File: src/rtl/lif_osc_network.sv
// N-neuron leaky integrate-and-fire oscillator network with ring or all-to-all
// coupling, registered spike outputs and a saturating spike counter.
module lif_osc_network #(
    parameter int N          = 4,
    parameter int W          = 8,
    parameter int LEAK_SHIFT = 4,
    parameter int REFRACT    = 2
) (
    input  logic           clk,
    input  logic           rst_n,
    input  logic           ena,
    input  logic           mode,
    input  logic [N-1:0]   stim,
    input  logic [W-1:0]   stim_level,
    input  logic [W-1:0]   coup_weight,
    input  logic [W-1:0]   threshold,
    input  logic           count_clr,
    output logic [N-1:0]   spike,
    output logic           spike_any,
    output logic [7:0]     spike_count
);

    // Four guard bits cover v + stimulus + up to seven weighted coupling inputs.
    localparam int SW = W + 4;
    localparam logic [W-1:0] V_MAX     = '1;
    localparam logic [3:0]   REFR_INIT = 4'(REFRACT);

    function automatic logic [3:0] popcnt_skip(input logic [N-1:0] x, input int skip);
        logic [3:0] c;
        c = '0;
        for (int k = 0; k < N; k++) begin
            if (k != skip) c = c + 4'(x[k]);
        end
        return c;
    endfunction

    logic [W-1:0]  v        [N];
    logic [3:0]    refr     [N];
    logic [W-1:0]  v_nxt    [N];
    logic [3:0]    refr_nxt [N];
    logic [SW-1:0] coup     [N];
    logic [SW-1:0] sum      [N];
    logic [W-1:0]  sat      [N];
    logic [N-1:0]  spike_nxt;
    logic [8:0]    count_sum;

    always_comb begin
        for (int i = 0; i < N; i++) begin
            if (mode)
                coup[i] = SW'(popcnt_skip(spike, i)) * SW'(coup_weight);
            else
                coup[i] = spike[(i + N - 1) % N] ? SW'(coup_weight) : '0;
            sum[i] = SW'(v[i]) - SW'(v[i] >> LEAK_SHIFT)
                   + (stim[i] ? SW'(stim_level) : '0) + coup[i];
            sat[i] = (sum[i] > SW'(V_MAX)) ? V_MAX : sum[i][W-1:0];
        end
    end

    // NOTE: every signal gets a default at the top of the block so no path
    // leaves it unassigned; otherwise synthesis infers a latch.
    always_comb begin
        spike_nxt = '0;
        for (int i = 0; i < N; i++) begin
            v_nxt[i]    = v[i];
            refr_nxt[i] = refr[i];
            if (ena) begin
                if (refr[i] != 4'd0) begin
                    refr_nxt[i] = refr[i] - 4'd1;
                    v_nxt[i]    = '0;
                end else if (threshold != '0 && sat[i] >= threshold) begin
                    spike_nxt[i] = 1'b1;
                    v_nxt[i]     = '0;
                    refr_nxt[i]  = REFR_INIT;
                end else begin
                    v_nxt[i] = sat[i];
                end
            end
        end
    end

    assign count_sum = {1'b0, spike_count} + 9'(popcnt_skip(spike, -1));

    // NOTE: the membrane and refractory arrays are a handful of flops, not a
    // RAM, so they take the async reset like any other state register.
    always_ff @(posedge clk or negedge rst_n) begin
        if (!rst_n) begin
            for (int i = 0; i < N; i++) begin
                v[i]    <= '0;
                refr[i] <= '0;
            end
            spike <= '0;
        end else begin
            // NOTE: non-blocking assignments keep every neuron reading the
            // previous cycle's spike vector regardless of statement order.
            for (int i = 0; i < N; i++) begin
                v[i]    <= v_nxt[i];
                refr[i] <= refr_nxt[i];
            end
            spike <= spike_nxt;
        end
    end

    always_ff @(posedge clk or negedge rst_n) begin
        if (!rst_n)
            spike_count <= '0;
        else if (count_clr)
            spike_count <= '0;
        else if (ena)
            spike_count <= count_sum[8] ? 8'hFF : count_sum[7:0];
    end

    assign spike_any = |spike;

endmodule

File: config.mk
export PLATFORM = sky130hd
export DESIGN_NAME = lif_osc_network
export DESIGN_NICKNAME = d
export VERILOG_FILES = /design/src/rtl/lif_osc_network.sv
export SDC_FILE = /design/constraint.sdc
export NUM_CORES = 1
export LEC_CHECK = 0
export BUFFER_PORTS_ARGS = -buffer_cell sky130_fd_sc_hd__buf_4
export CAP_MARGIN = 20
export CORE_UTILIZATION = 50
export CTS_CLUSTER_DIAMETER = 30
export CTS_CLUSTER_SIZE = 14
export DETAILED_ROUTE_END_ITERATION = 10
export HOLD_SLACK_MARGIN = 0.12
export PLACE_DENSITY = 0.66
export SLEW_MARGIN = 40
export SYNTH_ARGS = -nofsm -noshare
export SYNTH_HDL_FRONTEND = slang
export SYNTH_SLANG_ARGS = --single-unit
File: constraint.sdc
create_clock -name clk -period 8.4 [get_ports clk]
set_input_delay 1.26 -clock clk [delete_from_list [all_inputs] [get_ports clk]]
set_output_delay 1.26 -clock clk [all_outputs]
set_load 0.02 [all_outputs]
Word-level counts from Yosys, hierarchy flattened
Cells that the tools add are included.
{"block": "totals", "output_inout_bits": 13, "register_bits": 60, "inputBits": 33, "memories": 0, "latch_bits": 0, "word_cells": 124, "ram_bits": 0, "rom_bits": 0}
{"block": "op_classes", "n_addsub": 27, "div_mod_pow": 0, "eq_ne": 0, "bitwise_logic": 0, "n_reduce_logical": 19, "n_mux": 56, "order_cmp": 8, "mul": 4, "shift": 0}
{"cell": "two-way mux 8 bit", "count": 23}
{"cell": "two-way mux 4 bit", "count": 17}
{"cell": "adder 12 bit", "count": 4}
{"cell": "> comparator 12 x 8 -> 1 bit, second input constant", "count": 4}
{"cell": "multiplier 4 x 8 -> 12 bit", "count": 4}
{"cell": "two-way mux 12 bit", "count": 4}
{"cell": "adder 9 x 9 -> 10 bit", "count": 4}
{"cell": "subtractor 8 x 4 -> 9 bit", "count": 4}
{"cell": ">= comparator 8 bit", "count": 4}
{"cell": "adder 4 x 1 -> 4 bit", "count": 7}
{"cell": "nonzero test 4 bit", "count": 4}
{"cell": "subtractor 4 x 1 -> 4 bit, second input constant", "count": 4}
{"cell": "two-way mux 1 bit", "count": 12}
{"cell": "nonzero test 2 bit", "count": 5}
{"cell": "adder 8 x 4 -> 9 bit", "count": 1}
{"cell": "AND reduction 2 bit", "count": 4}
{"cell": "nonzero test 8 bit", "count": 1}
{"cell": "adder 3 x 1 -> 4 bit", "count": 1}
{"cell": "logical AND 1 bit", "count": 4}
{"cell": "OR reduction 4 bit", "count": 1}
{"cell": "adder 2 x 1 -> 3 bit", "count": 1}
{"cell": "adder 1 x 1 -> 2 bit", "count": 1}

Longest topological paths before layout
{"block": "logic_depth", "depth_word": 15, "mapped_depth": 34, "ltp_nobuf": 33}

Least setup slack after synthesis
OpenSTA, ideal clock, no wires.
{"block": "synth_path", "kind": "reg-to-reg", "start": "reg spike[0]", "end": "reg v[15] in the netlist's numbering", "path_stages_with_launch": 32, "arrival_time_ns": 7.012, "period_less_slack_ns": 7.100, "slack_ns": 1.300, "setup_ns": 0.088, "path_cell_list": "dfrtp_1 -> clkbuf_1 -> inv_1 -> ha_1 -> ha_1 -> ha_1 -> and2_1 -> ha_1 -> inv_1 -> fa_1 -> inv_1 -> ha_1 -> a211oi_1 -> o21ai_0 -> a211o_1 -> a32o_1 -> ha_1 -> o21ai_0 -> a21boi_0 -> mux2_2 -> o22ai_1 -> o21ai_1 -> clkbuf_1 -> nor3b_1 -> ha_1 -> nand2b_1 -> a21o_1 -> a21o_1 -> a21oi_1 -> o21a_1 -> o21ai_1 -> a22oi_1"}
{"block": "synth_between", "elab_chain_cells": 14}
{"item": "from (decl)", "line": "18", "rtl": "output logic [N-1:0] spike,"}
{"item": "from (signal assigned)", "line": "99", "rtl": "spike <= spike_nxt;"}
{"item": "two-way mux 4 bit *", "line": "49", "rtl": "if (mode)"}
{"item": "adder 4 x 1 -> 4 bit *", "line": "32", "rtl": "if (k != skip) c = c + 4'(x[k]);"}
{"item": "two-way mux 4 bit *", "line": "49"}
{"item": "adder 4 x 1 -> 4 bit *", "line": "32"}
{"item": "two-way mux 4 bit *", "line": "49"}
{"item": "multiplier 4 x 8 -> 12 bit *", "line": "50", "rtl": "coup[i] = SW'(popcnt_skip(spike, i)) * SW'(coup_weight);"}
{"item": "two-way mux 12 bit *", "line": "49"}
{"item": "adder 12 bit *", "line": "54", "rtl": "+ (stim[i] ? SW'(stim_level) : '0) + coup[i];"}
{"item": "> comparator 12 x 8 -> 1 bit", "line": "55", "rtl": "sat[i] = (sum[i] > SW'(V_MAX)) ? V_MAX : sum[i][W-1:0];"}
{"item": "two-way mux 8 bit *", "line": "55"}
{"item": ">= comparator 8 bit", "line": "70", "rtl": "end else if (threshold != '0 && sat[i] >= threshold) begin"}
{"item": "logical AND 1 bit", "line": "70"}
{"item": "two-way mux 8 bit *", "line": "70"}
{"item": "two-way mux 8 bit *", "line": "67", "rtl": "if (refr[i] != 4'd0) begin"}
{"item": "to (signal, indexed assignment)", "line": "96", "rtl": "v[i] <= v_nxt[i];"}
{"item": "to (decl)", "line": "37", "rtl": "logic [W-1:0] v [N];"}
Mark *: on every way between the ends. The rest lies on a longest branch, timed or not. The select of a mux whose other input is x is not followed.
A chain may end at the register's enable or synchronous reset.

Final worst setup path
{"block": "layout_path", "start": "reg spike[1]", "end": "reg v[10] in the netlist's numbering"}
{"block": "layout_between", "elab_chain_cells": 13, "elab_cells_between_ends": 14}
{"item": "adder 4 x 1 -> 4 bit", "line": "32"}
{"item": "two-way mux 4 bit", "line": "49"}
{"item": "adder 4 x 1 -> 4 bit", "line": "32"}
{"item": "two-way mux 4 bit", "line": "49"}
{"item": "multiplier 4 x 8 -> 12 bit", "line": "50"}
{"item": "two-way mux 12 bit *", "line": "49"}
{"item": "adder 12 bit *", "line": "54"}
{"item": "> comparator 12 x 8 -> 1 bit", "line": "55"}
{"item": "two-way mux 8 bit *", "line": "55"}
{"item": ">= comparator 8 bit", "line": "70"}
{"item": "logical AND 1 bit", "line": "70"}
{"item": "two-way mux 8 bit *", "line": "70"}
{"item": "two-way mux 8 bit *", "line": "67"}
Marked as above.

==> Flow_metrics.wiki <==
{| class="wikitable"
! Metric !! Value
|-
| Result of the run || finished, final reports clean
|-
| Row count || 56
|-
| Max-slew violation total from the final report || 0
|-
| Number of global-route vias before repair || 10.33k
|-
| Element type at the critical path start || register
|-
| Total setup violations reported at the end of the flow || 0
|-
| Global routing usage summed across all routing layers || 0.2688
|-
| Flip-flop cell with the highest count after synthesis || sky130_fd_sc_hd__dfrtp_1
|-
| Cell occurring most often along the worst timing path || sky130_fd_sc_hd__ha_1
|-
| Hold path cells || 2
|-
| Post-Place Worst Slack || 608.3 ps
|-
| Sequential cell area fraction in the yosys report || 0.1249
|-
| Global route overflow || 0
|-
| Total via count after detailed routing || 10.67k
|-
| Fraction of the core area covered by cells at the end of the flow || 0.5529
|-
| Required time at the worst-slack endpoint || 8640 ps
|-
| Clock tree from TritonCTS || built
|-
| Fillcell total || 2268
|-
| Measured slew at the worst slew-check pin || 827.5 ps
|-
| Stage delay of the slowest cell on the critical path || 750 ps
|-
| Worst-path maximum fanout || 16
|-
| CTS H-tree lvls || 3
|-
| Avg Inst Size Synth || 7.969 um^2
|-
| Length of the first detailed-routing pass in iterations || 5
|-
| Antenna violations before repair || 0
|-
| Count of port buffers added during placement || 45
|-
| Area of all placed cells without fillers || 13020 um^2
|-
| Worst Path Arrival || 8120 ps
|-
| Number of post-CTS setup repair buffers || 0
|-
| Share of async-settable or async-resettable flops after synthesis || 1.000
|-
| Clock insertion delay at the later pin of the skew report || 340 ps
|-
| Syn Std Cell Area || 12020 um^2
|-
| Overall routed net length || 32230 um
|-
| Starting DRC count in detailed routing || 537
|-
| Clock transition time at the flip-flop clock pins of the worst setup and hold paths || 60 ps
|-
| Crit share post-route || 0.9376
|-
| Number of enable-type register cells in the synthesized netlist || 0
|-
| Buffers from clock root to sink, at most || 2
|-
| Clock skew after layout || 11.91 ps
|-
| Die span in y || 157.0 um
|-
| Min Tclk post-route || 7876 ps
|-
| DR DRC count || 0
|-
| Maximum Capacitance Violations || 0
|-
| Mean number of vias per cell || 5.722
|-
| Area of the core region || 23540 um^2
|-
| Final-layout setup total negative slack || 0 ps
|-
| Combined flip-flop and latch cell area || 1501 um^2
|-
| Antenna-violating nets left || 0
|-
| Hold path start || refr[2]$_DFFE_PN0P_
|-
| Clock tree sinks || 60
|-
| Per-cell routed wire length || 17.29 um
|-
| Fraction of layout cells with a size suffix above 1 || 0.05696
|-
| Starting Density || 0.5104
|-
| Final count of hold timing violations || 0
|-
| Number of distinct library cells after synthesis || 70
|-
| Yosys synthesis warning count || 0
|-
| TritonCTS Buffers || 9
|-
| Startpoint of the worst register-to-register path || spike[1]$_DFF_PN0_
|-
| Full die area || 24660 um^2
|-
| GP Congestion || 0.9091
|-
| Clock tree root driver cell || sky130_fd_sc_hd__clkbuf_16
|-
| Placed standard-cell area || 12680 um^2
|-
| Global-route wire length before repair || 51890 um
|-
| Cell with the biggest individual delay on the critical path || sky130_fd_sc_hd__dfrtp_1
|-
| Crit Path Category || reg2reg
|-
| Tightest Hold Check Type || reg2reg
|-
| Antenna Diode Count || 0
|-
| Max Freq || 0.1270 GHz
|-
| Multi-input combinational cell area || 9751 um^2
|-
| Final Net Count || 1832
|-
| Setup repair after global routing missed its margin || no
|-
| Half-perimeter wire length after placement || 25660 um
|-
| Hold bufs inserted after CTS || 0
|-
| Number of gates given a new drive strength after cts || 0
|-
| Terminus of the critical flop-to-flop path || v[10]$_DFFE_PN0P_
|-
| Net count of the mapped netlist || 1800
|-
| Max-Slew Margin vs Limit || 0.4456
|-
| Relative area change from synthesis to final layout || 8.330%
|-
| Hold EP || refr[2]$_DFFE_PN0P_
|-
| Die outline width || 157.0 um
|-
| Boundary Pins || 46
|-
| Register bit total from synthesis || 60
|-
| Least setup slack across all paths after layout || 524.2 ps
|-
| Cells after Synth || 1508
|-
| Largest net degree at the start of global routing || 73
|-
| Crit end category || register
|-
| Path depth of the worst reg2reg path || 30
|-
| Reg-to-reg setup timing slack || 520 ps
|}
## cells in the mapped netlist (29+ instances only)
| cell type | count | area [um^2] |
|---|---|---|
| sky130_fd_sc_hd__nor2_1 | 99 | 371.6 |
| sky130_fd_sc_hd__and2_1 | 111 | 694.4 |
| sky130_fd_sc_hd__xnor2_1 | 53 | 464.2 |
| sky130_fd_sc_hd__dfrtp_1 | 60 | 1501 |
| sky130_fd_sc_hd__nand2b_1 | 32 | 200.2 |
| sky130_fd_sc_hd__inv_1 | 170 | 638.1 |
| sky130_fd_sc_hd__xor2_1 | 33 | 289.0 |
| sky130_fd_sc_hd__a21oi_1 | 69 | 345.3 |
| sky130_fd_sc_hd__fa_1 | 42 | 840.8 |
| sky130_fd_sc_hd__nor3_1 | 29 | 145.1 |
| sky130_fd_sc_hd__nor3b_1 | 31 | 232.7 |
| sky130_fd_sc_hd__nand3_1 | 30 | 150.1 |
| sky130_fd_sc_hd__o21ai_0 | 89 | 445.4 |
| sky130_fd_sc_hd__a21o_1 | 59 | 442.9 |
| sky130_fd_sc_hd__nand2_1 | 93 | 349.1 |
| sky130_fd_sc_hd__ha_1 | 217 | 2715 |
## placed cells by master (no fill, tap or decap), drive strengths merged, types with 23 or more instances in the layout
cell and n:
ha 217, nand2 94, inv 170, nor3b 31, a211oi 30, and2 111
o21ai 93, nor3 29, a21oi 69, dfrtp 60, xnor2 54, nand2b 32
xor2 34, a21o 59, buf 52, fa 42, nor2 99, nor2b 23
nand3 30
## metrics by stage
stage,hold WS (ps),instances
final,502.3,1864
after global routing,547.0,1864
after CTS,500.8,1864
after detailed placement,489.2,1848
after global placement,485.2,1848
after floorplan,460.9,1508
## per-layer routing
| metal | share of wire | GRT usage |
|---|---|---|
| met5 | 0 | 0 |
| met4 | 0.020 | 0.06796 |
| met3 | 0.039 | 0.04102 |
| met2 | 0.49 | 0.4849 |
| met1 | 0.45 | 0.3322 |
## worst max path at each step
stage                             from                 to  cells after the start
floorplan           spike[0]$_DFF_PN0_  v[15]$_DFFE_PN0P_                     31
global placement    spike[1]$_DFF_PN0_  v[15]$_DFFE_PN0P_                     30
detailed placement  spike[1]$_DFF_PN0_  v[10]$_DFFE_PN0P_                     30
CTS                 spike[1]$_DFF_PN0_  v[10]$_DFFE_PN0P_                     30
global route        spike[1]$_DFF_PN0_  v[15]$_DFFE_PN0P_                     30
finish              spike[1]$_DFF_PN0_  v[10]$_DFFE_PN0P_                     30
## registers in the layout (all words and copies together) (netlist names)
register	flops
refr	16
spike_count	8
spike	4
v	32
## worst max-delay path: cells and delay by family, from the launching register on
kind	cells	cell delay [ps]
adder cells (fa/ha/maj)	8	2560
AO/OA/AOI/OAI	14	2810
AND/OR/NAND/NOR	4	710
XOR/XNOR	1	690
flip-flops	1	750
buffers and inverters	3	210
## logic make-up after synthesis
group | share of synthesized area
AND/OR/NAND/NOR | 0.2124
adder cells (fa/ha/maj) | 0.2959
flip-flops | 0.1249
XOR/XNOR | 0.06539
buffers and inverters | 0.06362
AO/OA/AOI/OAI | 0.2250
multiplexers | 0.01270
## area by class of cell
type,instances,share of cell area
clock buffers,12,0.01817
clock inverters,4,0.007497
inverters,170,0.04902
multi-input cells,1247,0.7490
flip-flops and latches,60,0.1153
well taps,319,0.03066
repair buffers,52,0.03028
Power is not shown: default switching activity piles up to over one toggle a cycle in this logic, so the estimate is an artifact.
